--- config.mk ---
export PLATFORM = sky130hd
export DESIGN_NAME = hazard_stall_controller_flat
export DESIGN_NICKNAME = d
export VERILOG_FILES = /design/src/rtl/hazard_stall_controller_if.sv /design/src/rtl/hazard_stall_controller.sv /design/src/flat_wrapper.sv
export SDC_FILE = /design/constraint.sdc
export NUM_CORES = 1
export LEC_CHECK = 0
export CORE_UTILIZATION = 40
export DETAILED_ROUTE_END_ITERATION = 10
export GPL_ROUTABILITY_DRIVEN = 0
export PLACE_DENSITY = 0.79
export SYNTH_ARGS = -nofsm -noshare
export SYNTH_HDL_FRONTEND = slang
export SYNTH_SLANG_ARGS = --single-unit
--- constraint.sdc ---
create_clock -name clk_i -period 3.8 [get_ports clk_i]
set_input_delay 0.76 -clock clk_i [delete_from_list [all_inputs] [get_ports clk_i]]
set_output_delay 0.76 -clock clk_i [all_outputs]
set_load 0.01 [all_outputs]
--- src/rtl/hazard_stall_controller_if.sv ---
// Pipeline-side bundle for the hazard/stall controller: hazard sources in,
// stage enables, flushes, freeze and performance counters out.
interface hazard_stall_controller_if #(parameter int CNT_W = 32);
  logic             MemRead_EX_i;
  logic [4:0]       Write_Register_EX_i;
  logic [4:0]       Read_Register_1_ID_i;
  logic [4:0]       Read_Register_2_ID_i;
  logic             Branch_Taken_ID_i;
  logic             Mem_Req_MEM_i;
  logic             Dcache_Ack_i;
  logic             PC_Write_o;
  logic             IF_ID_Write_o;
  logic             IF_ID_Flush_o;
  logic             ID_EX_Flush_o;
  logic             Freeze_o;
  logic [CNT_W-1:0] Stall_Count_o;
  logic [CNT_W-1:0] Miss_Count_o;
  logic             Protocol_Err_o;

  // pipeline / datapath side
  modport master (
    output MemRead_EX_i, Write_Register_EX_i, Read_Register_1_ID_i,
           Read_Register_2_ID_i, Branch_Taken_ID_i, Mem_Req_MEM_i, Dcache_Ack_i,
    input  PC_Write_o, IF_ID_Write_o, IF_ID_Flush_o, ID_EX_Flush_o, Freeze_o,
           Stall_Count_o, Miss_Count_o, Protocol_Err_o
  );

  // controller side
  modport slave (
    input  MemRead_EX_i, Write_Register_EX_i, Read_Register_1_ID_i,
           Read_Register_2_ID_i, Branch_Taken_ID_i, Mem_Req_MEM_i, Dcache_Ack_i,
    output PC_Write_o, IF_ID_Write_o, IF_ID_Flush_o, ID_EX_Flush_o, Freeze_o,
           Stall_Count_o, Miss_Count_o, Protocol_Err_o
  );
endinterface

--- src/rtl/hazard_stall_controller.sv ---
// Pipeline sequencing controller: dcache-miss freeze, load-use bubble,
// taken-branch IF/ID flush, plus saturating stall/miss counters.
module hazard_stall_controller #(
  parameter int CNT_W = 32
) (
  input  logic                      clk_i,
  input  logic                      rst_i,
  hazard_stall_controller_if.slave  bus
);

  localparam logic [0:0] RUN      = 1'b0;
  localparam logic [0:0] MEM_WAIT = 1'b1;

  logic [0:0]       state, state_nxt;
  logic             miss, load_use;
  logic [CNT_W-1:0] stall_cnt, miss_cnt;
  logic             perr;

  assign miss     = bus.Mem_Req_MEM_i & ~bus.Dcache_Ack_i;
  assign load_use = bus.MemRead_EX_i & (bus.Write_Register_EX_i != 5'd0) &
                    ((bus.Write_Register_EX_i == bus.Read_Register_1_ID_i) |
                     (bus.Write_Register_EX_i == bus.Read_Register_2_ID_i));

  // Stage control: reset holds everything, then freeze > load-use > branch.
  always_comb begin
    bus.Freeze_o      = 1'b0;
    bus.PC_Write_o    = 1'b1;
    bus.IF_ID_Write_o = 1'b1;
    bus.IF_ID_Flush_o = 1'b0;
    bus.ID_EX_Flush_o = 1'b0;
    if (rst_i) begin
      bus.Freeze_o      = 1'b1;
      bus.PC_Write_o    = 1'b0;
      bus.IF_ID_Write_o = 1'b0;
    end else if (miss) begin
      bus.Freeze_o      = 1'b1;
      bus.PC_Write_o    = 1'b0;
      bus.IF_ID_Write_o = 1'b0;
    end else if (load_use) begin
      // branch in this cycle is dropped; it re-resolves after the bubble
      bus.PC_Write_o    = 1'b0;
      bus.IF_ID_Write_o = 1'b0;
      bus.ID_EX_Flush_o = 1'b1;
    end else if (bus.Branch_Taken_ID_i) begin
      bus.IF_ID_Flush_o = 1'b1;
    end
  end

  // Wait tracking: enter on a miss from RUN, leave on ack or a dropped request.
  always_comb begin
    state_nxt = state;
    case (state)
      RUN:      if (miss) state_nxt = MEM_WAIT;
      MEM_WAIT: if (!bus.Mem_Req_MEM_i || bus.Dcache_Ack_i) state_nxt = RUN;
      default:  state_nxt = RUN;
    endcase
  end

  // State, saturating counters and the sticky protocol error flag.
  always_ff @(posedge clk_i or posedge rst_i) begin
    if (rst_i) begin
      state     <= RUN;
      stall_cnt <= '0;
      miss_cnt  <= '0;
      perr      <= 1'b0;
    end else begin
      state <= state_nxt;
      if ((miss || load_use) && (stall_cnt != {CNT_W{1'b1}}))
        stall_cnt <= stall_cnt + CNT_W'(1);
      if ((state == RUN) && miss && (miss_cnt != {CNT_W{1'b1}}))
        miss_cnt <= miss_cnt + CNT_W'(1);
      if ((state == MEM_WAIT) && !bus.Mem_Req_MEM_i)
        perr <= 1'b1;
    end
  end

  assign bus.Stall_Count_o  = stall_cnt;
  assign bus.Miss_Count_o   = miss_cnt;
  assign bus.Protocol_Err_o = perr;

endmodule

--- src/flat_wrapper.sv ---
// flat-port wrapper written by rule: the top's interface ports become plain ports
module hazard_stall_controller_flat 
#(
  parameter int CNT_W = 32
)
  (clk_i, rst_i, bus_MemRead_EX_i, bus_Write_Register_EX_i, bus_Read_Register_1_ID_i, bus_Read_Register_2_ID_i, bus_Branch_Taken_ID_i, bus_Mem_Req_MEM_i, bus_Dcache_Ack_i, bus_PC_Write_o, bus_IF_ID_Write_o, bus_IF_ID_Flush_o, bus_ID_EX_Flush_o, bus_Freeze_o, bus_Stall_Count_o, bus_Miss_Count_o, bus_Protocol_Err_o);
  hazard_stall_controller_if #(.CNT_W(CNT_W)) bus_i ();
  input  logic clk_i;
  input  logic rst_i;
  input wire logic [$bits(bus_i.MemRead_EX_i)-1:0] bus_MemRead_EX_i;
  input wire logic [$bits(bus_i.Write_Register_EX_i)-1:0] bus_Write_Register_EX_i;
  input wire logic [$bits(bus_i.Read_Register_1_ID_i)-1:0] bus_Read_Register_1_ID_i;
  input wire logic [$bits(bus_i.Read_Register_2_ID_i)-1:0] bus_Read_Register_2_ID_i;
  input wire logic [$bits(bus_i.Branch_Taken_ID_i)-1:0] bus_Branch_Taken_ID_i;
  input wire logic [$bits(bus_i.Mem_Req_MEM_i)-1:0] bus_Mem_Req_MEM_i;
  input wire logic [$bits(bus_i.Dcache_Ack_i)-1:0] bus_Dcache_Ack_i;
  output wire logic [$bits(bus_i.PC_Write_o)-1:0] bus_PC_Write_o;
  output wire logic [$bits(bus_i.IF_ID_Write_o)-1:0] bus_IF_ID_Write_o;
  output wire logic [$bits(bus_i.IF_ID_Flush_o)-1:0] bus_IF_ID_Flush_o;
  output wire logic [$bits(bus_i.ID_EX_Flush_o)-1:0] bus_ID_EX_Flush_o;
  output wire logic [$bits(bus_i.Freeze_o)-1:0] bus_Freeze_o;
  output wire logic [$bits(bus_i.Stall_Count_o)-1:0] bus_Stall_Count_o;
  output wire logic [$bits(bus_i.Miss_Count_o)-1:0] bus_Miss_Count_o;
  output wire logic [$bits(bus_i.Protocol_Err_o)-1:0] bus_Protocol_Err_o;
  assign bus_i.MemRead_EX_i = bus_MemRead_EX_i;
  assign bus_i.Write_Register_EX_i = bus_Write_Register_EX_i;
  assign bus_i.Read_Register_1_ID_i = bus_Read_Register_1_ID_i;
  assign bus_i.Read_Register_2_ID_i = bus_Read_Register_2_ID_i;
  assign bus_i.Branch_Taken_ID_i = bus_Branch_Taken_ID_i;
  assign bus_i.Mem_Req_MEM_i = bus_Mem_Req_MEM_i;
  assign bus_i.Dcache_Ack_i = bus_Dcache_Ack_i;
  assign bus_PC_Write_o = bus_i.PC_Write_o;
  assign bus_IF_ID_Write_o = bus_i.IF_ID_Write_o;
  assign bus_IF_ID_Flush_o = bus_i.IF_ID_Flush_o;
  assign bus_ID_EX_Flush_o = bus_i.ID_EX_Flush_o;
  assign bus_Freeze_o = bus_i.Freeze_o;
  assign bus_Stall_Count_o = bus_i.Stall_Count_o;
  assign bus_Miss_Count_o = bus_i.Miss_Count_o;
  assign bus_Protocol_Err_o = bus_i.Protocol_Err_o;
  hazard_stall_controller #(.CNT_W(CNT_W)) u_core (.clk_i(clk_i), .rst_i(rst_i), .bus(bus_i));
endmodule
Word-level counts from Yosys, hierarchy flattened
Index checks and enable logic that the tools add are counted.
Word-level totals
  input bits: 21
  register bits: 66
Cells by class
  reduce and logical (&&, ||, !) cells: 8
  equal/unequal tests: 4
  muxes and demuxes: 14
  bitwise operators: 6
  add/subtract/negate cells: 2
Operators by type and width (number)
  adder 32 x 1 -> 32 bit (second input constant): 2
  != test 32 bit (second input constant): 2
  2-to-1 mux 1 bit: 13
  equality test 5 bit: 2
  nonzero test 5 bit: 1
  logical AND 1 bit: 4
  bitwise AND 1 bit: 3
  logical OR 1 bit: 2
  inverter 1 bit: 2
  case mux 1 bit (2 select lines): 1
  logical NOT 1 bit: 1
  bitwise OR 1 bit: 1

Longest topological paths before layout
  word-level depth: 6
  gate-level depth with buffers: 9

Worst setup path before layout
Ideal clock, no wire load.
  path type: input to output
  from: input port rst_i
  to: output port bus_IF_ID_Flush_o
  data required time: 3.040 ns
  data arrival time: 3.107 ns
  path buffers: 0
  stages: 4
  setup slack: -0.067 ns
  cell sequence: inv_1 nand2_1 nor2b_1 and2_1
On the way
  cells in the longest elaborated chain, start to end: 1
RTL lines
  start, declared: RTL line flat_wrapper.sv:9  | input logic rst_i;
  2-to-1 mux 1 bit: RTL line hazard_stall_controller.sv:31  | if (rst_i) begin
  end, declared: RTL line flat_wrapper.sv:19  | output wire logic [$bits(bus_i.IF_ID_Flush_o)-1:0] bus_IF_ID_Flush_o;
No other way between the ends.

Final worst setup path
  from: input port bus_Write_Register_EX_i[3]
  to: output port bus_IF_ID_Flush_o
On the way
  cells in the longest elaborated chain, start to end: 6
RTL lines
  start, declared: RTL line flat_wrapper.sv:11  | input wire logic [$bits(bus_i.Write_Register_EX_i)-1:0] bus_Write_Register_EX_i;
  equality test 5 bit (tied with other cells): RTL line hazard_stall_controller.sv:21  | ((bus.Write_Register_EX_i == bus.Read_Register_1_ID_i) |
  bitwise OR 1 bit / bitwise AND 1 bit (equally long branches): RTL line hazard_stall_controller.sv:21, hazard_stall_controller.sv:20
  bitwise AND 1 bit (*): RTL line hazard_stall_controller.sv:20  | assign load_use = bus.MemRead_EX_i & (bus.Write_Register_EX_i != 5'd0) &
  2-to-1 mux 1 bit (*): RTL line hazard_stall_controller.sv:39  | end else if (load_use) begin
  2-to-1 mux 1 bit (*): RTL line hazard_stall_controller.sv:35  | end else if (miss) begin
  2-to-1 mux 1 bit (*): RTL line hazard_stall_controller.sv:31
Mark *: on every way between the ends. The rest lies on a longest branch, timed or not.

==> flow_metrics.env <==
export IMPL_crit_slowest_cell="or4_1"
export IMPL_hp_class="flip-flop to flip-flop"
export IMPL_clock_latency_ns=0.33
export IMPL_cp_slowest_stage_delay_ns=0.56
export IMPL_cts_setup_buffers=0
export IMPL_synthToLayoutAreaGrowth_pct=37.7
export IMPL_critical_path_required_ns=3.04
export IMPL_place_inst=506
export IMPL_cts_num_sinks=66
export IMPL_tightest_slew_ns=0.820
export IMPL_mostFrequentLayoutCell="clkdlybuf4s50_1"
export IMPL_layout_common_cells="clkdlybuf4s50_1 (90), dfrtp_1 (66), xnor2_1 (50)"
export IMPL_clk_pin_slew_worst_paths_ns=0.07
export IMPL_dr_pass1_iters=4
export IMPL_initial_core_util_pct=41.3
export IMPL_setup_violations=0
export IMPL_num_rows=33
export IMPL_path_max_fanout=3
export IMPL_post_place_ws_ns=0.0625
export IMPL_worst_slack_ns=0.0957
export IMPL_regToRegSetupSlack_ns=1.21
export IMPL_htreeDepth=3
export IMPL_hpwlAfterDp_um=5460
export IMPL_n_antenna_cell=0
export IMPL_timing_final_crit_share_pct=97.5
export IMPL_hold_slack_ns=0.490
export IMPL_antenna_found_initial=0
export IMPL_stdcell_count=522
export IMPL_drive_gt1_share_pct=11.3
export IMPL_yosysWarnings=0
export IMPL_ys_seq_area_share_pct=48.9
export IMPL_fin_crit_ns=3.70
export IMPL_status="completed"
export IMPL_dieHeight_um=93.9
export IMPL_ys_ff_latch=66
export IMPL_die_area_sq_um=8820
export IMPL_synthCells=317
export IMPL_core_sq_um=8180
export IMPL_startpoint_type="input port"
export IMPL_rsz0062_at_grt="no"
export IMPL_first_global_vias=2769
export IMPL_end_kind="output pin"
export IMPL_grt_util_all_layers_pct=18.5
export IMPL_slew_violations=0
export IMPL_crit_chain="clkdlybuf4s50_1 -> or4_1 -> o21ai_2 -> or2_2 -> nor2b_2 -> and2_1 -> clkdlybuf4s50_1"
export IMPL_finalInstanceArea_sq_um=4650
export IMPL_fin_skew_ns=0.00698
export IMPL_drc=0
export IMPL_path_class="input port to output pin"
export IMPL_grt_overflow_total=0
export IMPL_num_io_pins=91
export IMPL_postRouteAntennaNets=0
export IMPL_port_buffers=90
export IMPL_grt_pass1_wl_um=12800
export IMPL_syn_nets=340
export IMPL_slew_headroom_pct=45.4
export IMPL_cts_tree="yes"
export IMPL_synth_distinct_cells=41
export IMPL_grt_max_degree=67
export IMPL_synthesis_area_sq_um=3380
export IMPL_drv_cap=0
export IMPL_cts_buffer_depth=2
export IMPL_cp_data_arrival_time_ns=2.94
export IMPL_die_x_um=93.9
export IMPL_hold_viol_final=0
export IMPL_drtIter0Drc=37
export IMPL_wl_um=7580
export IMPL_cts_buffers=9
export IMPL_synth_avg_cell_area_sq_um=10.7
export IMPL_place_area_sq_um=4380
export IMPL_fmax_mhz=270
export IMPL_tns_ns=0
export IMPL_num_vias=2743
export IMPL_vias_per_cell=5.25
export IMPL_cpMostUsedCell="clkdlybuf4s50_1"
export IMPL_nNetsFinal=435
export IMPL_root_buffer="clkbuf_8"
export IMPL_wl_per_cell_um=14.5
export IMPL_powerDensity_nw_per_um2=419
export IMPL_peakVddDrop_uv=309
export IMPL_p_leak_nw=1.94
## cell families (layout without fill, tap and decap cells)
logic type,count (synthesis),after routing,synth area share [%]
compound gates,8,8,1.81
xor+xnor,68,68,17.6
buf+inv,17,117,2.92
fa+ha+maj,2,2,0.740
flops,66,66,48.9
mux,5,5,1.67
simple gates,151,151,26.4
## sequential cells by signal, indices dropped and copies added, names as in the netlist
name,cells
u_core.bus.Stall_Count_o,32
u_core.bus.Miss_Count_o,32
u_core.bus.Protocol_Err_o,1
u_core.state,1
## cell usage after synthesis (all sizes together)
cell	n	area, sq um
dfrtp	66	1650
and3	16	101
xnor2	50	438
clkbuf	2	7.51
nor2	21	88.8
nor4	2	18.8
nand2b	2	12.5
a21o	1	7.51
nand4	23	144
a22oi	1	7.51
or4	1	7.51
o21a	1	7.51
xor2	18	158
nand3b	1	7.51
buf	9	68.8
ha	2	25.0
and4	10	96.3
a211o	1	8.76
nor3	10	83.8
nand3	33	180
nand2	22	82.6
o21ai	3	18.8
or2	1	6.26
inv	6	22.5
nand4b	2	17.5
nor2b	2	12.5
mux2	5	56.3
a21boi	1	11.3
and2	5	31.3
## worst paths after layout
kind                                               end                   startpoint  cells after the start
setup / recovery                     bus_IF_ID_Flush_o   bus_Write_Register_EX_i[3]                      7
hold / removal             u_core.bus.Miss_Count_o[11]  u_core.bus.Miss_Count_o[11]                      1
setup reg to reg           u_core.bus.Stall_Count_o[1]  u_core.bus.Stall_Count_o[0]                      8
hold reg to reg            u_core.bus.Miss_Count_o[11]  u_core.bus.Miss_Count_o[11]                      1
max in group asynchronous  u_core.bus.Stall_Count_o[3]                        rst_i                      3
min in group asynchronous  u_core.bus.Miss_Count_o[16]                        rst_i                      3
## repair_timing
| action | 4_1_cts | 5_1_grt |
|---|---|---|
| setup endpoints to repair | 0 | 1 |
| gates resized for setup | 0 | 3 |
| hold buffers | 0 | 0 |
| endpoints found under the hold margin | 0 | 0 |
## power by group
group	internal [W]	switching [W]
combinational	0.000189	0.000138
sequential	0.000761	0.0000832
clock	0.000520	0.000259
## cell type report
type / count / area [sq um]
Clock inverter: 5 / 125
Inverter: 6 / 26.3
Multi-Input combinational cell: 234 / 1640
Fill cell: 693 / 3520
Sequential cell: 66 / 1650
Tap cell: 105 / 131
Clock buffer: 11 / 141
Timing Repair Buffer: 95 / 938
## critical path: cells and delay by family
kind / cells / cell delay (ns)
compound gates: 1 / 0.17
simple gates: 4 / 1.01
buf+inv: 2 / 1.00
## metrics by stage
step / total power [W] / util, %
4_1_cts: 0.00197 / 56.8
3_3_place_gp: 0.00117 / 53.5
6_report: 0.00195 / 56.9
2_1_floorplan: 0.000996 / -
3_5_place_dp: 0.00118 / 53.5
5_1_grt: 0.00204 / 56.9
## metal layers
layer  share of wire (%)  vias to the layer above  GRT usage, %  wire length (um)
li1                    -                     1292             -                 -
met1                  41                     1352          21.1              3130
met2                  51                       79          32.8              3900
met3                 4.9                       20          3.96               371
met4                 2.5                        0          8.72               188
met5                   0                        -             0                 0
No activity file was read; power rests on OpenSTA's default activity.
